==> src/rtl/frame_aligner_gen.sv <==
// Byte-stream frame aligner: hunts two 2-byte headers, tracks payload position,
// manages lock/unlock and forwards aligned payload with markers and statistics.
module frame_aligner_gen #(
    parameter int                  DATA_W        = 8,
    parameter int                  PAYLOAD_LEN   = 10,
    parameter int                  LOCK_CNT      = 3,
    parameter int                  UNLOCK_CNT    = 48,
    parameter logic [2*DATA_W-1:0] HDR_A         = 16'hAFAA,
    parameter logic [2*DATA_W-1:0] HDR_B         = 16'hBA55,
    parameter bit                  PASS_UNLOCKED = 1'b0,
    parameter int                  CNT_W         = 16
) (
    input  logic              clk,
    input  logic              reset_n,
    input  logic              rx_valid,
    input  logic [DATA_W-1:0] rx_data,
    output logic              out_valid,
    output logic [DATA_W-1:0] out_data,
    output logic              out_sop,
    output logic              out_eop,
    output logic              out_type,
    output logic              frame_detect,
    output logic [7:0]        fr_byte_position,
    output logic [CNT_W-1:0]  good_frame_cnt,
    output logic [CNT_W-1:0]  lost_lock_cnt
);

    localparam logic [DATA_W-1:0] A_LSB      = HDR_A[DATA_W-1:0];
    localparam logic [DATA_W-1:0] A_MSB      = HDR_A[2*DATA_W-1:DATA_W];
    localparam logic [DATA_W-1:0] B_LSB      = HDR_B[DATA_W-1:0];
    localparam logic [DATA_W-1:0] B_MSB      = HDR_B[2*DATA_W-1:DATA_W];
    localparam logic [7:0]        LAST_POS   = 8'(PAYLOAD_LEN - 1);
    localparam logic [7:0]        UNLOCK_MAX = 8'(UNLOCK_CNT);
    localparam logic [3:0]        LOCK_MAX   = 4'(LOCK_CNT);
    localparam logic [CNT_W-1:0]  CNT_ONE    = 1;

    typedef enum logic [1:0] {S_HUNT, S_HLSB, S_DATA} state_t;

    state_t      r_state, w_nextState;
    logic        r_type;
    logic        r_fwd;
    logic [7:0]  r_pos;
    logic [7:0]  r_naCnt;
    logic [3:0]  r_consec;

    logic        w_isPayload, w_complete, w_enterData;
    logic        w_naInc, w_consecClr, w_latchType, w_newType;
    logic        w_fwdNow, w_lockHit, w_unlockHit;

    always_ff @(posedge clk or negedge reset_n) begin
        if (!reset_n) begin
            r_state <= S_HUNT;
        end else begin
            r_state <= w_nextState;
        end
    end

    always_comb begin
        w_nextState = r_state;
        w_isPayload = 1'b0;
        w_complete  = 1'b0;
        w_enterData = 1'b0;
        w_naInc     = 1'b0;
        w_consecClr = 1'b0;
        w_latchType = 1'b0;
        w_newType   = r_type;
        if (rx_valid) begin
            case (r_state)
                S_HUNT: begin
                    w_naInc = 1'b1;
                    if (rx_data == A_LSB) begin
                        w_nextState = S_HLSB;
                        w_latchType = 1'b1;
                        w_newType   = 1'b0;
                    end else if (rx_data == B_LSB) begin
                        w_nextState = S_HLSB;
                        w_latchType = 1'b1;
                        w_newType   = 1'b1;
                    end else begin
                        w_consecClr = 1'b1;
                    end
                end
                S_HLSB: begin
                    if (rx_data == (r_type ? B_MSB : A_MSB)) begin
                        w_nextState = S_DATA;
                        w_enterData = 1'b1;
                    end else begin
                        // A fresh header lsb re-synchronises instead of dropping to HUNT
                        w_naInc = 1'b1;
                        if (rx_data == A_LSB) begin
                            w_latchType = 1'b1;
                            w_newType   = 1'b0;
                        end else if (rx_data == B_LSB) begin
                            w_latchType = 1'b1;
                            w_newType   = 1'b1;
                        end else begin
                            w_nextState = S_HUNT;
                            w_consecClr = 1'b1;
                        end
                    end
                end
                S_DATA: begin
                    w_isPayload = 1'b1;
                    if (r_pos == LAST_POS) begin
                        w_complete  = 1'b1;
                        w_nextState = S_HUNT;
                    end
                end
                default: w_nextState = S_HUNT;
            endcase
        end
    end

    // Forwarding is decided once per frame, using lock state as seen at payload byte 0
    assign w_fwdNow    = (r_pos == 8'd0) ? (PASS_UNLOCKED || frame_detect) : r_fwd;
    assign w_lockHit   = w_complete && (({1'b0, r_consec} + 5'd1) >= {1'b0, LOCK_MAX});
    assign w_unlockHit = w_naInc && (r_naCnt < UNLOCK_MAX) && ((r_naCnt + 8'd1) == UNLOCK_MAX);

    always_ff @(posedge clk or negedge reset_n) begin
        if (!reset_n) begin
            r_type           <= 1'b0;
            r_fwd            <= 1'b0;
            r_pos            <= 8'd0;
            r_naCnt          <= 8'd0;
            r_consec         <= 4'd0;
            out_valid        <= 1'b0;
            out_data         <= '0;
            out_sop          <= 1'b0;
            out_eop          <= 1'b0;
            out_type         <= 1'b0;
            frame_detect     <= 1'b0;
            fr_byte_position <= 8'd0;
            good_frame_cnt   <= '0;
            lost_lock_cnt    <= '0;
        end else begin
            out_valid <= 1'b0;
            out_sop   <= 1'b0;
            out_eop   <= 1'b0;
            if (rx_valid) begin
                fr_byte_position <= (r_state == S_DATA) ? r_pos : 8'd0;
                if (w_latchType) r_type <= w_newType;
                if (w_enterData) r_pos <= 8'd0;
                if (w_isPayload) begin
                    r_pos     <= r_pos + 8'd1;
                    out_data  <= rx_data;
                    out_valid <= w_fwdNow;
                    out_sop   <= w_fwdNow && (r_pos == 8'd0);
                    out_eop   <= w_fwdNow && w_complete;
                    if (r_pos == 8'd0) begin
                        r_fwd    <= w_fwdNow;
                        out_type <= r_type;
                    end
                end
                if (w_complete) begin
                    r_naCnt <= 8'd0;
                    if (r_consec < LOCK_MAX) r_consec <= r_consec + 4'd1;
                    if (good_frame_cnt != '1) good_frame_cnt <= good_frame_cnt + CNT_ONE;
                end else begin
                    if (w_naInc && (r_naCnt < UNLOCK_MAX)) r_naCnt <= r_naCnt + 8'd1;
                    if (w_consecClr) r_consec <= 4'd0;
                end
                if (w_lockHit) begin
                    frame_detect <= 1'b1;
                end else if (w_unlockHit) begin
                    frame_detect <= 1'b0;
                    if (frame_detect && (lost_lock_cnt != '1)) lost_lock_cnt <= lost_lock_cnt + CNT_ONE;
                end
            end
        end
    end

endmodule

==> config.mk <==
export PLATFORM = sky130hd
export DESIGN_NAME = frame_aligner_gen
export DESIGN_NICKNAME = d
export VERILOG_FILES = /design/src/rtl/frame_aligner_gen.sv
export SDC_FILE = /design/constraint.sdc
export NUM_CORES = 1
export LEC_CHECK = 0
export ABC_CLOCK_PERIOD_IN_PS = 2980
export CAP_MARGIN = 30
export CORE_MARGIN = 1.5
export CORE_UTILIZATION = 50
export CTS_BUF_LIST = sky130_fd_sc_hd__clkbuf_8
export DETAILED_ROUTE_END_ITERATION = 6
export PLACE_DENSITY_LB_ADDON = 0.3
export SLEW_MARGIN = 20
export SYNTH_ARGS = -nofsm -noshare
export SYNTH_HDL_FRONTEND = slang
export SYNTH_SLANG_ARGS = --single-unit
==> constraint.sdc <==
create_clock -name clk -period 2.98 [get_ports clk]
set_clock_uncertainty 0.2 [all_clocks]
set_input_delay 0.298 -clock clk [delete_from_list [all_inputs] [get_ports clk]]
set_output_delay 0.298 -clock clk [all_outputs]
set_load 0.1 [all_outputs]
==> metrics.csv <==
stage,metric,value,unit
clock_network,clock-sinks,77,
setup_path,critical_path_max_stage_delay,0.58,ns
synth,avgSynthCellArea,9.99,µm²
clock_network,tritoncts,yes,
timing,report.final.slew_viol_count,0,
worst_hold_path,hold_path_class,primary input to asynchronous set/reset pin,
run_status,status,completed,
floorplanning,starting_density,52.8,%
placed_design,port-buffer-count,63,
setup_path,arrival,2.74,ns
synth,synth_most_common_cell,sky130_fd_sc_hd__dfrtp_1,
power,vdd.ir_drop.worst,0.245,mV
drt,first_iteration_detailed_routing_drc_count,104,
floorplanning,overall_die_height,88.4,µm
global_route,grt_pass1_wl,12.1,mm
synth,synth_seq_area_share,52.8,%
power,cellPowerDensity,489,mW/mm²
setup_path,path_class,register to register,
setup_path,ff2ff_setup_slack,0.27,ns
setup_path,reg2reg_to,good_frame_cnt[10],
setup_path,setup.worst_path.start,r_pos[5],
global_route,grt_use_total,20.1,%
setup_path,required_time_at_the_endpoint_of_the_critical_path,3.01,ns
cells_and_area,final_net_count,460,
setup_path,worst_path_most_repeated_cell,sky130_fd_sc_hd__or4_4,
timing,fin_crit_sh,91.0,%
synth,synth_commonest_cells,"77 x sky130_fd_sc_hd__dfrtp_1, 64 x sky130_fd_sc_hd__nand2_1, 26 x sky130_fd_sc_hd__nor2_1, 21 x sky130_fd_sc_hd__xnor2_1, 18 x sky130_fd_sc_hd__o21ai_0",
setup_path,rr_startpoint,r_pos[5],
floorplanning,fp.dieW,88.4,µm
synth,compound_gate_fraction_of_synth_area,7.20,%
drt,firstDrtPassIters,4,
clock_network,post_cts_setup_repair_buffer_count,0,
synth,synth-simple-area-share,24.2,%
cells_and_area,n_fill_cell,588,
cells_and_area,post_route_cells_drive_above_1_share,21.8,%
floorplanning,core-area,0.00691,mm²
synth,post_synth_num_cell_types,45,
floorplanning,num_io_pins,64,
clock_network,ctsRootBufferMaster,sky130_fd_sc_hd__clkbuf_8,
timing,fin_setup_tns,0,ns
setup_path,cp-start-kind,register,
drt,ant_nets,0,
clock_network,path_clk_slew,0.08,ns
cells_and_area,flow.area_growth_from_synthesis,23.6,%
floorplanning,placement_rows,30,
setup_path,worstPathBufferInverterCount,0,
global_route,globalRouteOverflowTotal,0,
timing,setup-violations-final,0,
synth,yosys.area_share.xor_xnor,8.89,%
setup_path,cp_cell_sequence,or4_4 > or4_4 > nor3_1 > nand3_1 > xnor2_1,
drt,viasPerCell,5.33,
placed_design,finalWeightedCongestion,0.860,
setup_path,biggest_fanout_along_the_worst_timing_path,10,
synth,largest_family_of_logic_cells_by_synthesized_area,simple AND/OR/NAND/NOR gates,
global_route,antenna_violations_before_repair,0,
synth,ys_warn_count,0,
power,power.static_leakage,2.19,nW
placed_design,detailed_place_hpwl,5.06,mm
synth,ys_async_sr_fraction,100,%
setup_path,reg2regPathDepth,5,
timing,worst_max_slew_pin_slew,0.590,ns
clock_network,worstSkewPairLatency,0.35,ns
global_route,number_of_global_route_vias_before_repair,2688,
synth,synth_top_cells_by_area,"sky130_fd_sc_hd__dfrtp_1 53%, sky130_fd_sc_hd__nand2_1 6.6%, sky130_fd_sc_hd__xnor2_1 5.0%",
clock_network,ctsHtreeMaxLevel,3,
timing,timing.slew.headroom,60.1,%
drt,routed-via-count,2876,
synth,synth_edf_count,0,
timing,hold_viol,0,
synth,synth.area.mux_share,0.892,%
synth,synth.largest_area_cell,sky130_fd_sc_hd__dfrtp_1,
timing,fmax,369,MHz
clock_network,cts-root-to-sink-buffers,2,
synth,dominantRegCellSynth,sky130_fd_sc_hd__dfrtp_1,
drt,routed_wire_length_per_instance,13.6,µm
job,maxCapViolCount,0,
drt,drt_drc_violations_left,0,
synth,syn_area,0.00365,mm²
setup_path,timing.critical_path.depth,5,
synth,postSynthNetCount,385,
synth,synth-seq-cells,77,
timing,timing.hold.ws,0.185,ns
setup_path,timing.critical_path.to_type,register,
setup_path,critPathSlowestCell,sky130_fd_sc_hd__or4_4,
timing,period_needed,2.71,ns
floorplanning,design.die.area,0.00782,mm²
setup_path,critical_path.top_delay_family,simple AND/OR/NAND/NOR gates,
clock_network,cts_buffers,9,
synth,netlist.area_leader.share,52.8,%
timing,rsz_0062_raised_after_global_routing,no,
cells_and_area,antenna_cells,0,
synth,netlist_instances,365,
drt,totalWireLength,7.32,mm
global_route,grt_max_degree,78,
synth,synth_adder_area_share,3.09,%
-- area by class of cell --
class	instances	area, µm²	share of cell area, %
timing repair buffer	72	586	13.0
sequential	77	1940	42.9
clock buffer	12	165	3.66
clock inverter	3	20.0	0.444
tap	96	120	2.67
inverter	16	60.1	1.33
multi-input combinational	264	1620	36.0
-- layer usage --
| metal | wire length, µm | part of all wire (%) | GRT usage, % |
|---|---|---|---|
| met1 | 3490 | 48 | 27.2 |
| met4 | 106 | 1.4 | 7.24 |
| met5 | 0 | 0 | 0 |
| met2 | 3510 | 48 | 32.2 |
| met3 | 220 | 3.0 | 4.48 |
-- worst max path at each step --
stage | endpoint | slack (ns)
after global routing | lost_lock_cnt[9] | 0.08
after detailed placement | lost_lock_cnt[9] | 0.04
final | good_frame_cnt[10] | 0.27
after floorplan | lost_lock_cnt[15] | 0.02
after CTS | good_frame_cnt[10] | 0.24
after global placement | lost_lock_cnt[9] | 0.12
-- registers in the layout, indices dropped and copies added (netlist names), 2 cells and up --
name,flops
fr_byte_position,8
out_data,8
r_state,2
r_pos,8
lost_lock_cnt,16
good_frame_cnt,16
r_consec,4
r_naCnt,8
-- layout by cell type, fill, tap and decap left out, types with 3 or more instances in the layout --
| cell | count |
|---|---|
| sky130_fd_sc_hd__nand3_1 | 15 |
| sky130_fd_sc_hd__a21oi_1 | 4 |
| sky130_fd_sc_hd__nor4_1 | 5 |
| sky130_fd_sc_hd__nand2_1 | 64 |
| sky130_fd_sc_hd__or4_4 | 3 |
| sky130_fd_sc_hd__nand4_1 | 9 |
| sky130_fd_sc_hd__xnor2_1 | 21 |
| sky130_fd_sc_hd__dfrtp_2 | 7 |
| sky130_fd_sc_hd__dfrtp_1 | 70 |
| sky130_fd_sc_hd__clkdlybuf4s50_1 | 9 |
| sky130_fd_sc_hd__nor3_1 | 16 |
| sky130_fd_sc_hd__inv_1 | 16 |
| sky130_fd_sc_hd__and3_1 | 9 |
| sky130_fd_sc_hd__xor2_1 | 16 |
| sky130_fd_sc_hd__nor2_1 | 26 |
| sky130_fd_sc_hd__and2_1 | 5 |
| sky130_fd_sc_hd__clkbuf_8 | 12 |
| sky130_fd_sc_hd__ha_1 | 9 |
| sky130_fd_sc_hd__o22ai_1 | 4 |
| sky130_fd_sc_hd__nor2b_1 | 3 |
| sky130_fd_sc_hd__o21ai_0 | 18 |
| sky130_fd_sc_hd__buf_4 | 61 |
-- cell families after synthesis --
group | after synthesis
flops | 77
fa+ha+maj | 9
mux | 3
buf+inv | 24
simple gates | 174
xor+xnor | 37
compound gates | 41
-- timing repair --
item,in CTS,in global routing
hold buffers,1,0
hold endpoints to repair,77,0
endpoints found under the setup margin,0,1
resized for setup,0,1
-- through the flow --
| step | area, µm² | util (%) | std cells | power [mW] | setup slack, ns |
|---|---|---|---|---|---|
| after floorplan | 3660 | - | 365 | 1.38 | 0.0242 |
| after global routing | 4510 | 65.3 | 540 | 2.31 | 0.0821 |
| after global placement | 4280 | 61.9 | 523 | 1.47 | 0.117 |
| final | 4510 | 65.3 | 540 | 2.20 | 0.268 |
| after CTS | 4470 | 64.8 | 539 | 2.21 | 0.242 |
| after detailed placement | 4280 | 61.9 | 523 | 1.48 | 0.0407 |
-- report_power, final --
group	internal [mW]	total, mW	switching, mW	leakage (nW)
Clock	0.365	0.736	0.371	0.0905
Combinational	0.117	0.300	0.183	1.07
Sequential	1.09	1.17	0.0719	1.03
Total	1.58	2.20	0.626	2.19
No activity file was read; power rests on OpenSTA's default activity.
